File: config.mk
export PLATFORM = sky130hd
export DESIGN_NAME = led_scan_ctrl
export DESIGN_NICKNAME = d
export VERILOG_FILES = /design/src/rtl/led_scan_ctrl.sv
export SDC_FILE = /design/constraint.sdc
export NUM_CORES = 1
export LEC_CHECK = 0
export BUFFER_PORTS_ARGS = -buffer_cell sky130_fd_sc_hd__buf_2
export CAP_MARGIN = 20
export CORE_UTILIZATION = 50
export CTS_CLUSTER_DIAMETER = 150
export DETAILED_ROUTE_END_ITERATION = 6
export PLACE_DENSITY_LB_ADDON = 0.1
export SKIP_LAST_GASP = 1
export SYNTH_ARGS = -nofsm -noshare
export SYNTH_HDL_FRONTEND = slang
export SYNTH_SLANG_ARGS = --single-unit
File: constraint.sdc
create_clock -name clk -period 1.7 [get_ports clk]
set_input_delay 0.51 -clock clk [delete_from_list [all_inputs] [get_ports clk]]
set_output_delay 0.51 -clock clk [all_outputs]
set_load 0.02 [all_outputs]
File: src/rtl/led_scan_ctrl.sv
// led_scan_ctrl -- row-scanning driver for a HUB75-style RGB LED panel.
//
// Each row is shifted out one column per two clocks: sclk low, then sclk high.
// The row is then blanked, latched, and displayed for ON_CYCLES clocks while
// the next row waits for its turn. Pixel data comes from an external frame
// buffer with one cycle of read latency.
//
// Ports:
//   clk        clock; all state changes on its rising edge
//   RST        asynchronous active-high reset
//   en         scan enable, sampled in IDLE and at the end of DISPLAY
//   rd_addr    frame-buffer read address {shift_row, col} (registered)
//   rd_data    {r1,g1,b1,r2,g2,b2}, valid the cycle after rd_addr
//   sdata      panel serial data (registered)
//   sclk       panel shift clock
//   lat        panel latch strobe, active-high
//   oe_n       panel output enable, active-low
//   row_addr   row currently displayed
//   frame_done one-cycle pulse on the last DISPLAY cycle of the last row

// Protocol checker: the latch strobe never overlaps lit LEDs, and the shift
// clock only rises while a row is being shifted.
module led_scan_ctrl_chk (
  input logic clk,
  input logic RST,
  input logic lat,
  input logic oe_n,
  input logic sclk,
  input logic in_shift
);

  a_lat_vs_oe : assert property (@(posedge clk) disable iff (RST) !(lat && !oe_n));
  a_sclk_in_shift : assert property (@(posedge clk) disable iff (RST) (!sclk || in_shift));

endmodule

module led_scan_ctrl #(
  parameter int COLS      = 32,
  parameter int ROW_BITS  = 4,
  parameter int ON_CYCLES = 64
) (
  input  logic                               clk,
  input  logic                               RST,
  input  logic                               en,
  output logic [ROW_BITS+$clog2(COLS)-1:0]   rd_addr,
  input  logic [5:0]                         rd_data,
  output logic [5:0]                         sdata,
  output logic                               sclk,
  output logic                               lat,
  output logic                               oe_n,
  output logic [ROW_BITS-1:0]                row_addr,
  output logic                               frame_done
);

  localparam int CW  = $clog2(COLS);
  localparam int AW  = ROW_BITS + CW;
  localparam int OCW = $clog2(ON_CYCLES + 1);

  localparam logic [CW-1:0]       COL_LAST = CW'(COLS - 1);
  localparam logic [OCW-1:0]      ON_LAST  = OCW'(ON_CYCLES - 1);
  localparam logic [ROW_BITS-1:0] ROW_LAST = {ROW_BITS{1'b1}};

  typedef enum logic [2:0] {
    IDLE     = 3'd0,
    PREFETCH = 3'd1,
    SHIFT    = 3'd2,
    BLANK    = 3'd3,
    LATCH    = 3'd4,
    DISPLAY  = 3'd5
  } state_t;

  state_t                state_r;
  state_t                next_s;
  logic [CW-1:0]         col_r;
  logic                  phase_r;
  logic [OCW-1:0]        on_cnt_r;
  logic [OCW-1:0]        on_cnt_next_s;
  logic [ROW_BITS-1:0]   shift_row_r;
  logic [ROW_BITS-1:0]   shift_row_next_s;
  logic                  last_disp_next_s;
  logic                  shift_phase0_s;
  logic                  in_shift_s;

  logic [AW-1:0]         rd_addr_r;
  logic [5:0]            sdata_r;
  logic                  sclk_r;
  logic                  lat_r;
  logic                  oe_n_r;
  logic [ROW_BITS-1:0]   row_addr_r;
  logic                  frame_done_r;

  // Next-state logic plus the next values of the row and on-time counters.
  always_comb begin
    next_s           = state_r;
    shift_row_next_s = shift_row_r;
    on_cnt_next_s    = {OCW{1'b0}};
    case (state_r)
      IDLE: begin
        if (en) next_s = PREFETCH;
        else    next_s = IDLE;
      end
      PREFETCH: next_s = SHIFT;
      SHIFT: begin
        if (phase_r && (col_r == COL_LAST)) next_s = BLANK;
        else                                next_s = SHIFT;
      end
      BLANK: next_s = LATCH;
      LATCH: next_s = DISPLAY;
      DISPLAY: begin
        if (on_cnt_r == ON_LAST) begin
          // en only matters here: a row that has started always finishes.
          shift_row_next_s = shift_row_r + ROW_BITS'(1'b1);
          if (en) next_s = PREFETCH;
          else    next_s = IDLE;
        end else begin
          on_cnt_next_s = on_cnt_r + OCW'(1'b1);
          next_s        = DISPLAY;
        end
      end
      default: next_s = IDLE;
    endcase
    // Outputs are registered from the next state, so they line up with the
    // state they belong to rather than trailing it by a cycle.
    last_disp_next_s = (next_s == DISPLAY) && (on_cnt_next_s == ON_LAST);
  end

  assign shift_phase0_s = (state_r == SHIFT) && !phase_r;
  assign in_shift_s     = (state_r == SHIFT);

  // State register.
  always_ff @(posedge clk or posedge RST) begin
    if (RST) state_r <= IDLE;
    else     state_r <= next_s;
  end

  // Column/phase, on-time and row counters.
  always_ff @(posedge clk or posedge RST) begin
    if (RST) begin
      col_r       <= {CW{1'b0}};
      phase_r     <= 1'b0;
      on_cnt_r    <= {OCW{1'b0}};
      shift_row_r <= {ROW_BITS{1'b0}};
      row_addr_r  <= {ROW_BITS{1'b0}};
    end else begin
      if (state_r == SHIFT) begin
        phase_r <= ~phase_r;
        // Column advances after the sclk-high half; it wraps to 0 on leaving.
        if (phase_r) col_r <= col_r + CW'(1'b1);
      end else begin
        phase_r <= 1'b0;
        col_r   <= {CW{1'b0}};
      end
      on_cnt_r    <= on_cnt_next_s;
      shift_row_r <= shift_row_next_s;
      if (state_r == LATCH) row_addr_r <= shift_row_r;
    end
  end

  // Registered panel and frame-buffer outputs.
  always_ff @(posedge clk or posedge RST) begin
    if (RST) begin
      rd_addr_r    <= {AW{1'b0}};
      sdata_r      <= 6'd0;
      sclk_r       <= 1'b0;
      lat_r        <= 1'b0;
      oe_n_r       <= 1'b1;
      frame_done_r <= 1'b0;
    end else begin
      // Read one column ahead: the address for column c+1 goes out while
      // column c is clocked, so its data is back in time for the next load.
      if (next_s == PREFETCH) begin
        rd_addr_r <= {shift_row_next_s, {CW{1'b0}}};
      end else if (shift_phase0_s) begin
        rd_addr_r <= {shift_row_r, col_r + CW'(1'b1)};
      end
      if (shift_phase0_s) sdata_r <= rd_data;
      sclk_r       <= shift_phase0_s;
      lat_r        <= (next_s == LATCH);
      oe_n_r       <= (next_s != DISPLAY);
      frame_done_r <= last_disp_next_s && (shift_row_r == ROW_LAST);
    end
  end

  assign rd_addr    = rd_addr_r;
  assign sdata      = sdata_r;
  assign sclk       = sclk_r;
  assign lat        = lat_r;
  assign oe_n       = oe_n_r;
  assign row_addr   = row_addr_r;
  assign frame_done = frame_done_r;

  led_scan_ctrl_chk u_chk (
    .clk      (clk),
    .RST      (RST),
    .lat      (lat_r),
    .oe_n     (oe_n_r),
    .sclk     (sclk_r),
    .in_shift (in_shift_s)
  );

endmodule
; ---- After elaboration in Yosys (flattened, before gate mapping)
; Cells that the tools add are included.
; Widths: inputs -> output; s select.
[op_classes]
eq_ne = 14
reduce_logical = 7
n_addsub = 3
muxes = 13
n_bitwise = 1
[op_table]
columns = cell, n
row1 = $mux 9, 2
row2 = $pmux 3 s6, 1
row3 = $eq 7x6->1 const B, 2
row4 = $mux 7, 2
row5 = $eq 3x3->1 const B, 4
row6 = $mux 5, 2
row7 = $mux 4, 2
row8 = $add 7x1->7 const B, 1
row9 = $eq 3x1->1 const B, 2
row10 = $eq 3x2->1 const B, 2
row11 = $add 5x1->5 const B, 1
row12 = $eq 5x5->1 const B, 1
row13 = $add 4x1->4 const B, 1
row14 = $eq 4x4->1 const B, 1
row15 = $logic_and 1x1->1, 4
row16 = $logic_not 3->1, 1
row17 = $mux 1, 3
row18 = $mux 3, 1
row19 = $ne 3x3->1 const B, 1
row20 = $ne 2x2->1 const B, 1
row21 = $reduce_bool 2->1, 1
row22 = $logic_not 1->1, 1
row23 = $not 1->1, 1
[totals]
in_bits = 9
word_cells = 50
output_inout_bits = 23
ff_bits = 43

; ---- Logic depth before layout (Yosys ltp)
; Gate-level depths: netlist (run 1).
[logic_depth]
word_depth = 7
ltp_mapped = 7
depth_no_buf = 7

; ---- Worst setup path before layout (run 1)
; OpenSTA, ideal clock, no wires.
[synth_path]
kind = register to register
from = reg on_cnt_r[0]
to = reg rd_addr_r[7] (netlist: rd_addr[7])
path_stages_with_launch = 6
required_ns = 1.634
path_slack_ns = 0.040
path_buffers = 0
arrival_ns = 1.594
setup_ns = 0.066
synth_period_minus_slack_ns = 1.660
cell_sequence = dfrtp_1 > ha_1 > nand3_2 > or4_1 > a211oi_1 > a221o_1
[synth_between]
elab_chain_len = 5
elab_cells_between_ends = 8
classes_between = eq/ne (2) / mux (5) / reduce/logical (1)
[synth_lines]
columns = element, line
row1 = from (decl), 76  ; logic [OCW-1:0] on_cnt_r;
row2 = from (signal assigned), 141  ; on_cnt_r <= {OCW{1'b0}};
row3 = from (signal assigned), 153  ; on_cnt_r <= on_cnt_next_s;
row4 = $eq 7x6->1 (*), 110  ; if (on_cnt_r == ON_LAST) begin
row5 = $mux 3, 110
row6 = $pmux 3 s6, 97  ; case (state_r)
row7 = $eq 3x1->1, 171  ; if (next_s == PREFETCH) begin
row8 = $mux 9 / $reduce_bool 2->1 (equally long branches), n/a
row9 = to (signal assigned), 162  ; rd_addr_r <= {AW{1'b0}};
row10 = to (signal assigned), 172  ; rd_addr_r <= {shift_row_next_s, {CW{1'b0}}};
row11 = to (signal assigned), 174  ; rd_addr_r <= {shift_row_r, col_r + CW'(1'b1)};
row12 = to (decl), 84  ; logic [AW-1:0] rd_addr_r;
; Every way passes the cells marked *; elsewhere a longest branch is shown, timed or not.
; A chain may end at the register's enable or synchronous reset.

; ---- Final worst setup path (run 1)
[layout_path]
from = reg on_cnt_r[1]
to = reg rd_addr_r[8] (netlist: rd_addr[8])
[layout_between]
elab_cells_between_ends = 8
classes_between = eq/ne (2) / mux (5) / reduce/logical (1)
[layout_rtl]
columns = element, line
row1 = $eq 7x6->1, 110
row2 = $mux 4, 110
row3 = $mux 4, 97
row4 = named net shift_row_next_s[3], 79  ; logic [ROW_BITS-1:0] shift_row_next_s;
row5 = $mux 9, 171
; The timed path passes the listed nets, and every way through them passes these cells.

==> results of run 1 <==
## layout make-up
class / count / area (um^2) / share of cell area
Tap cell: 48 / 60.06 / 0.02581
Sequential cell: 42 / 1054 / 0.4527
Timing Repair Buffer: 49 / 302.8 / 0.1301
Inverter: 6 / 22.52 / 0.009677
Clock buffer: 6 / 82.58 / 0.03548
Multi-Input combinational cell: 108 / 805.8 / 0.3462
## registers in the layout, indices dropped and copies added, names as in the netlist
signal,cells
phase_r,1
sdata,6
rd_addr,9
frame_done,1
oe_n,1
lat,1
col_r,5
shift_row_r,4
on_cnt_r,7
state_r,3
row_addr,4
## worst paths after layout
kind / from / endpoint / slack (ps) / depth (start not counted)
hold reg to reg: sdata[1] / sdata[1] / 500 / 1
min in group clk: rd_data[0] / sdata[0] / 450 / 2
max in group asynchronous: RST / oe_n / 1160 / 3
setup reg to reg: on_cnt_r[1] / rd_addr[8] / 60 / 5
setup / recovery: on_cnt_r[1] / rd_addr[8] / 60 / 5
hold / removal: RST / sdata[0] / 280 / 3
## placed cells by master (no fill, tap or decap), types with 2 or more instances in the layout
cell type,Yosys,final
nand4_1,2,2
inv_1,6,6
a311oi_1,2,2
o31ai_1,3,3
clkbuf_8,0,6
nor2_1,20,20
dfrtp_1,41,40
buf_4,2,17
mux2i_1,4,4
buf_2,2,31
nor3_1,4,4
and3_1,4,4
a211oi_1,6,6
xor2_1,6,6
o21ai_0,4,4
a221o_1,3,3
mux2_2,10,10
nand3_1,3,3
xnor2_1,6,6
nand4b_1,3,3
nand2_1,6,6
ha_1,4,3
nor4_1,2,2
## timing repair
action	in CTS	in global routing
endpoints found under the setup margin	0	7
hold buffers	0	0
setup buffers	0	2
hold endpoints to repair	0	0
gates resized for setup	0	4
## routing by layer
layer	vias to the layer above	wire length, um	GRT usage
met5	-	0	0
met4	0	27	0.06534
met3	3	179	0.05357
met2	41	1927	0.3351
met1	707	1582	0.2566
li1	677	-	-
## stage by stage
stage / TNS (ps) / hold WS (ps)
3_3_place_gp: 0 / 485.3
3_5_place_dp: 0 / 489.7
4_1_cts: 0 / 276.1
2_1_floorplan: 0 / 449.3
5_1_grt: -48.83 / 300.4
6_report: 0 / 275.2
## cell families (layout without fill, tap and decap cells)
kind of cell / count (synthesis) / after routing
flip-flops: 42 / 42
AND/OR/NAND/NOR: 54 / 55
adder cells (fa/ha/maj): 4 / 4
buffers and inverters: 13 / 61
XOR/XNOR: 12 / 12
AO/OA/AOI/OAI: 23 / 23
multiplexers: 14 / 14
## Yosys cell counts (all sizes together) (3+ instances only)
cell    count
dfrtp      41
nor2       21
mux2       10
a211oi      6
buf         6
inv         6
nand2       6
xnor2       6
xor2        6
and3        4
ha          4
mux2i       4
nand3       4
nor3        4
o21ai       4
a221o       3
nand4b      3
o31ai       3
## worst max-delay path, cell delays in order (launching register included)
cell	delay (ps)
dfrtp_1	360
ha_2	210
nand3_2	90
nor4_1	390
xor2_1	150
a221o_1	330
## power by group through the flow
stage | clock network (mW) | registers (mW) | logic, mW
6_report | 0.608 | 1.32 | 1.30
3_5_place_dp | 0 | 1.33 | 1.23
2_1_floorplan | 0 | 1.50 | 0.729
4_1_cts | 0.631 | 1.31 | 1.23
3_3_place_gp | 0 | 1.32 | 1.21
5_1_grt | 0.665 | 1.35 | 1.42
==> PnR_summary.wiki, run 1 <==
{| class="wikitable"
! Metric !! Value
|-
| Final non-filler cell area || approximately 2300 um^2
|-
| Layout fillers || roughly 300
|-
| First-pass GRT wire length || slightly above 6000 um
|-
| Wirelength per Cell || about 14 um
|-
| Final max-slew violation count || 0
|-
| Drt total wl || roughly 3700 um
|-
| Number of buffers on the longest clock path || 2
|-
| Routed Antenna Nets || 0
|-
| Port-buffer cells || 31
|-
| Clock root buffer || clkbuf_8
|-
| Count of TritonRoute iterations in the first routing pass || 4
|-
| Synthesized instance count || ~160
|-
| Required time of the worst setup path || around 1900 ps
|-
| Grt ovf || 0
|-
| Area fraction in and, or, nand and nor cells after synthesis || 0.1592
|-
| Setup Slack @ Placement || just over 50 ps
|-
| Number of distinct library cells after synthesis || 40
|-
| Placed cell area || about 2200 um^2
|-
| Highest net fanout along the worst path || 3
|-
| Antenna violations before repair || 0
|-
| Clock latency on the worst-skew pair || around 280 ps
|-
| Syn. warnings || 0
|-
| Detailed placer's ending HPWL || 2623 um
|-
| Area of the placeable core || around 3700 um^2
|-
| Utilization after layout || 0.6357
|-
| Fin crit period || 1643 ps
|-
| TritonCTS buffer count || 5
|-
| Count of non-filler cells in the finished layout || ~260
|-
| Clock H-tree levels || 2
|-
| Share of synthesized area spent on multiplexers || 0.07995
|-
| Status || complete, no violations
|-
| Overall die width || 63.80 um
|-
| GPL Wtd Cong || about 0.77
|-
| Leakage || roughly 1.1 nW
|-
| RSZ-0062 raised after global routing || yes
|-
| DRC violation count after routing || 0
|-
| Final Setup Violations || 0
|-
| Clock power frac || 0.188
|-
| Post-synthesis compound-gate area fraction || 0.08978
|-
| Combined global-route utilization of all metal layers || 0.2020
|-
| Sequential cell area fraction in the yosys report || 0.5511
|-
| Final Net Count || 225
|-
| Number of clock sinks || 42
|-
| Area added between synthesis and finish || 21.89%
|-
| Switching power of the nets || about 1.1 mW
|-
| Kind of critical path || flop to flop
|-
| Post-synthesis instance area || 1909 um^2
|-
| Clock tree from TritonCTS || done
|-
| Placement Rows || 22
|-
| Endpoint type of the worst setup path || flop
|-
| Largest area contributor in the netlist || dfrtp_1
|-
| Via-per-instance ratio || about 5.5
|-
| Maxcap violations || 0
|-
| Post-synth EDFFs || 0
|-
| IO Pins || 32
|-
| Fraction of final layout cells sized beyond drive strength 1 || 0.3555
|-
| Worst Tran Pin Value || a little under 400 ps
|-
| Die height || roughly 64 um
|-
| Synthesized area divided by synthesized cell count || ~12 um^2
|-
| Largest net degree at the start of global routing || 43
|-
| Number of vias in the routed layout || 1428
|-
| Tightest slew margin relative to the limit || 0.7349
|-
| Critical Path Source Type || flop
|-
| Maximum VDD drop || 0.6065 mV
|-
| Yosys reg bits || 42
|-
| Switching part of the total power || 0.3558
|-
| Antenna fix cells || 0
|-
| Final worst slack || between 50 and 60 ps
|-
| Total power consumption of the routed design || 3.226 mW
|-
| Maximum frequency from static timing analysis || ~610 MHz
|-
| Clock edge transition at the registers on the reported setup and hold paths || roughly 70 ps
|-
| Largest family of logic cells by synthesized area || simple AND/OR/NAND/NOR gates
|-
| Die Footprint || 4070 um^2
|-
| Register share of total power || 0.410
|-
| Commonest register cell after synthesis || dfrtp_1
|-
| Internal power || 2.078 mW
|-
| Cells taking the most area after synthesis || dfrtp_1 (54%), mux2_2 (5.9%), nor2_1 (3.9%)
|-
| Clock tree skew after final layout || 4.206 ps
|-
| Adder-cell area share of the yosys netlist || 0.02621
|-
| Combinational fraction of design power || 0.402
|-
| Period utilisation layout || 0.9666
|-
| Total power divided by cell area || roughly 1400 nW/um^2
|-
| Dpl cells || 250
|-
| Top cell type's share of synthesized area || 0.5374
|-
| Share of the synthesized netlist area taken by xor and xnor gates || 0.05505
|-
| Number of DRC markers in iteration 0 || roughly 70
|-
| Starting density of the core || 0.5215
|-
| Path category of the worst min-delay check || primary input to async pin
|-
| Final number of hold-violating endpoints || 0
|-
| Number of global-route vias before repair || approximately 1400
|-
| Number of nets in the synthesized netlist || between 150 and 200
|-
| Data arrival time of the worst path || around 1800 ps
|-
| Async S/R FF share, synth || 1.000
|}
Note: power is estimated with default switching activity, not from simulation.
==> inputs of run 2 (changes only) <==
PLACE_DENSITY_LB_ADDON = 0.08   (was 0.1)
==> run 2 against run 1 <==
Against the previous run: critical path type unchanged; combinational power is essentially flat; via count shrank 3.6%; critical endpoint is now rd_addr[7]; worst hold slack gained 12 ps.
==> PnR_summary.wiki, run 2 (synthesis gave the netlist of run 1 again) <==
{| class="wikitable"
! Metric !! Value
|-
| Status || complete, no violations
|-
| Wirelength per Cell || 13.89 um (-3.2%)
|-
| Combined global-route utilization of all metal layers || 0.1980 (-0.004039)
|-
| Number of global-route vias before repair || 1363 (-0.58%)
|-
| Via-per-instance ratio || 5.317 (-3.6%)
|-
| Number of buffers on the longest clock path || 2 (unchanged)
|-
| Dpl cells || 250 (unchanged)
|-
| Number of vias in the routed layout || 1377 (-3.6%)
|-
| Highest net fanout along the worst path || 4 (+1)
|-
| Port-buffer cells || 31 (unchanged)
|-
| Layout fillers || 286 (-5.0%)
|-
| Count of TritonRoute iterations in the first routing pass || 4 (unchanged)
|-
| Register area || 1052 um^2 (-0.12%)
|-
| Die Footprint || 4070 um^2 (unchanged)
|-
| Met3 wire length || 126 um (-30%)
|-
| Area of the multi-input gates || 812.0 um^2 (+0.78%)
|-
| First-pass GRT wire length || 5982 um (-3.5%)
|-
| Total power divided by cell area || 1430 nW/um^2 (+3.1%)
|-
| Detailed-routing wirelength on met1 || 1625 um (+2.7%)
|-
| Grt ovf || 0 (unchanged)
|-
| Commonest non-fill, non-tap cell in the layout || dfrtp_1
|-
| Worst Tran Pin Value || 368.4 ps (-27.80 ps)
|-
| Tightest slew margin relative to the limit || 0.7535 (+0.01860)
|-
| Kind of critical path || flop to flop
|-
| Leakage || 1.132 nW (+1.4%)
|-
| Starting density of the core || 0.5215 (unchanged)
|-
| Overall die width || 63.80 um (unchanged)
|-
| Die height || 63.80 um (unchanged)
|-
| Fraction of final layout cells sized beyond drive strength 1 || 0.3649 (+0.009479)
|-
| Number of DRC markers in iteration 0 || 58 (-19%)
|-
| Antenna violations before repair || 0 (unchanged)
|-
| Maximum frequency from static timing analysis || 613.2 MHz (+0.77%)
|-
| Placement Rows || 22 (unchanged)
|-
| Critical Path Source Type || flop
|-
| Clock latency on the worst-skew pair || 290 ps (about the same)
|-
| Period utilisation layout || 0.9592 (-0.007362)
|-
| Count of non-filler cells in the finished layout || 259 (unchanged)
|-
| Most used cells in the layout excluding fill and tap cells || dfrtp_1 (41), buf_2 (31), nor2_1 (20)
|-
| Final number of hold-violating endpoints || 0 (unchanged)
|-
| Routed Antenna Nets || 0 (unchanged)
|-
| Clock tree skew after final layout || 9.832 ps (+5.626 ps)
|-
| Area added between synthesis and finish || 24.38%
|-
| Maxcap violations || 0 (unchanged)
|-
| GPL Wtd Cong || 0.8211 (+6.2%)
|-
| Endpoint type of the worst setup path || flop
|-
| Drt total wl || 3597 um (-3.2%)
|-
| Clock tree from TritonCTS || done
|-
| Data arrival time of the worst path || 1860 ps (+40 ps)
|-
| Clock edge transition at the registers on the reported setup and hold paths || 80 ps (about the same)
|-
| Maximum VDD drop || 0.8889 mV (+47%)
|-
| DRC violation count after routing || 0 (unchanged)
|-
| Final max-slew violation count || 0 (unchanged)
|-
| Routed wl met2 || 1772 um (-8.0%)
|-
| Final Net Count || 224 (-0.44%)
|-
| Largest net degree at the start of global routing || 43 (unchanged)
|-
| Fin crit period || 1631 ps (-12.51 ps)
|-
| Final Setup Violations || 0 (unchanged)
|-
| Clock H-tree levels || 2 (unchanged)
|-
| Final non-filler cell area || 2375 um^2 (+2.0%)
|-
| Clock root buffer || clkbuf_8
|-
| Flip-flop count of the largest register, all copies and words added || 9 (unchanged)
|-
| RSZ-0062 raised after global routing || yes
|-
| Antenna fix cells || 0 (unchanged)
|-
| Path category of the worst min-delay check || primary input to async pin
|-
| Placed cell area || 2206 um^2 (unchanged)
|-
| Required time of the worst setup path || 1930 ps (+60 ps)
|-
| Detailed placer's ending HPWL || 2673 um (+1.9%)
|-
| Area of the placeable core || 3661 um^2 (unchanged)
|-
| Number of clock sinks || 42 (unchanged)
|-
| Uppermost layer routed || met4
|-
| IO Pins || 32 (unchanged)
|-
| TritonCTS buffer count || 5 (unchanged)
|}
## run 2: power by group
part / total (mW) / switching [mW] / internal (mW)
clock network: 0.780 / 0.311 / 0.470
logic: 1.30 / 0.720 / 0.578
registers: 1.32 / 0.117 / 1.20
## run 2: stage by stage
step	power (mW)	setup WS, ps	TNS [ps]	util	hold slack [ps]
5_1_grt	3.589	-8.692	-8.983	0.6487	298.0
3_5_place_dp	2.563	50.44	0	0.6025	490.9
6_report	3.395	69.34	0	0.6487	286.9
3_3_place_gp	2.521	96.87	0	0.6025	483.7
4_1_cts	3.348	51.23	0	0.6333	292.3
2_1_floorplan	2.226	40.45	0	-	449.3
## run 2: cell type report
cell class	count	area share
clock buffer	6	0.03477
sequential	42	0.4431
tap	48	0.02529
timing repair buffer	49	0.1328
inverter	6	0.009484
multi-input combinational	107	0.3419
clock inverter	1	0.01264
## run 2: path summary, 6_finish.rpt
path	startpoint	end	slack, ps	depth (start not counted)
max in group asynchronous	RST	oe_n	1150	3
worst max-delay path	shift_row_r[1]	rd_addr[7]	70	5
worst min register to register	row_addr[0]	row_addr[0]	500	1
min in group clk	rd_data[3]	sdata[3]	460	2
worst min-delay path	RST	rd_addr[2]	290	3
worst max register to register	shift_row_r[1]	rd_addr[7]	70	5
## run 2: critical path, stage by stage (launching register included)
cell	delay (ps)
dfrtp_1	400
ha_1	220
nand4b_1	160
or4_4	450
a211oi_2	230
a221o_1	130
## run 2: what timing repair did
| item | in CTS | in global routing |
|---|---|---|
| hold buffers | 0 | 0 |
| endpoints found under the setup margin | 0 | 7 |
| resized for setup | 0 | 6 |
| buffers inserted | 0 | 2 |
## run 2: metal layers
metal,vias to the layer above,GRT usage
li1,678,-
met1,664,0.2405
met2,27,0.3298
met3,8,0.04286
met4,0,0.1023
met5,-,0
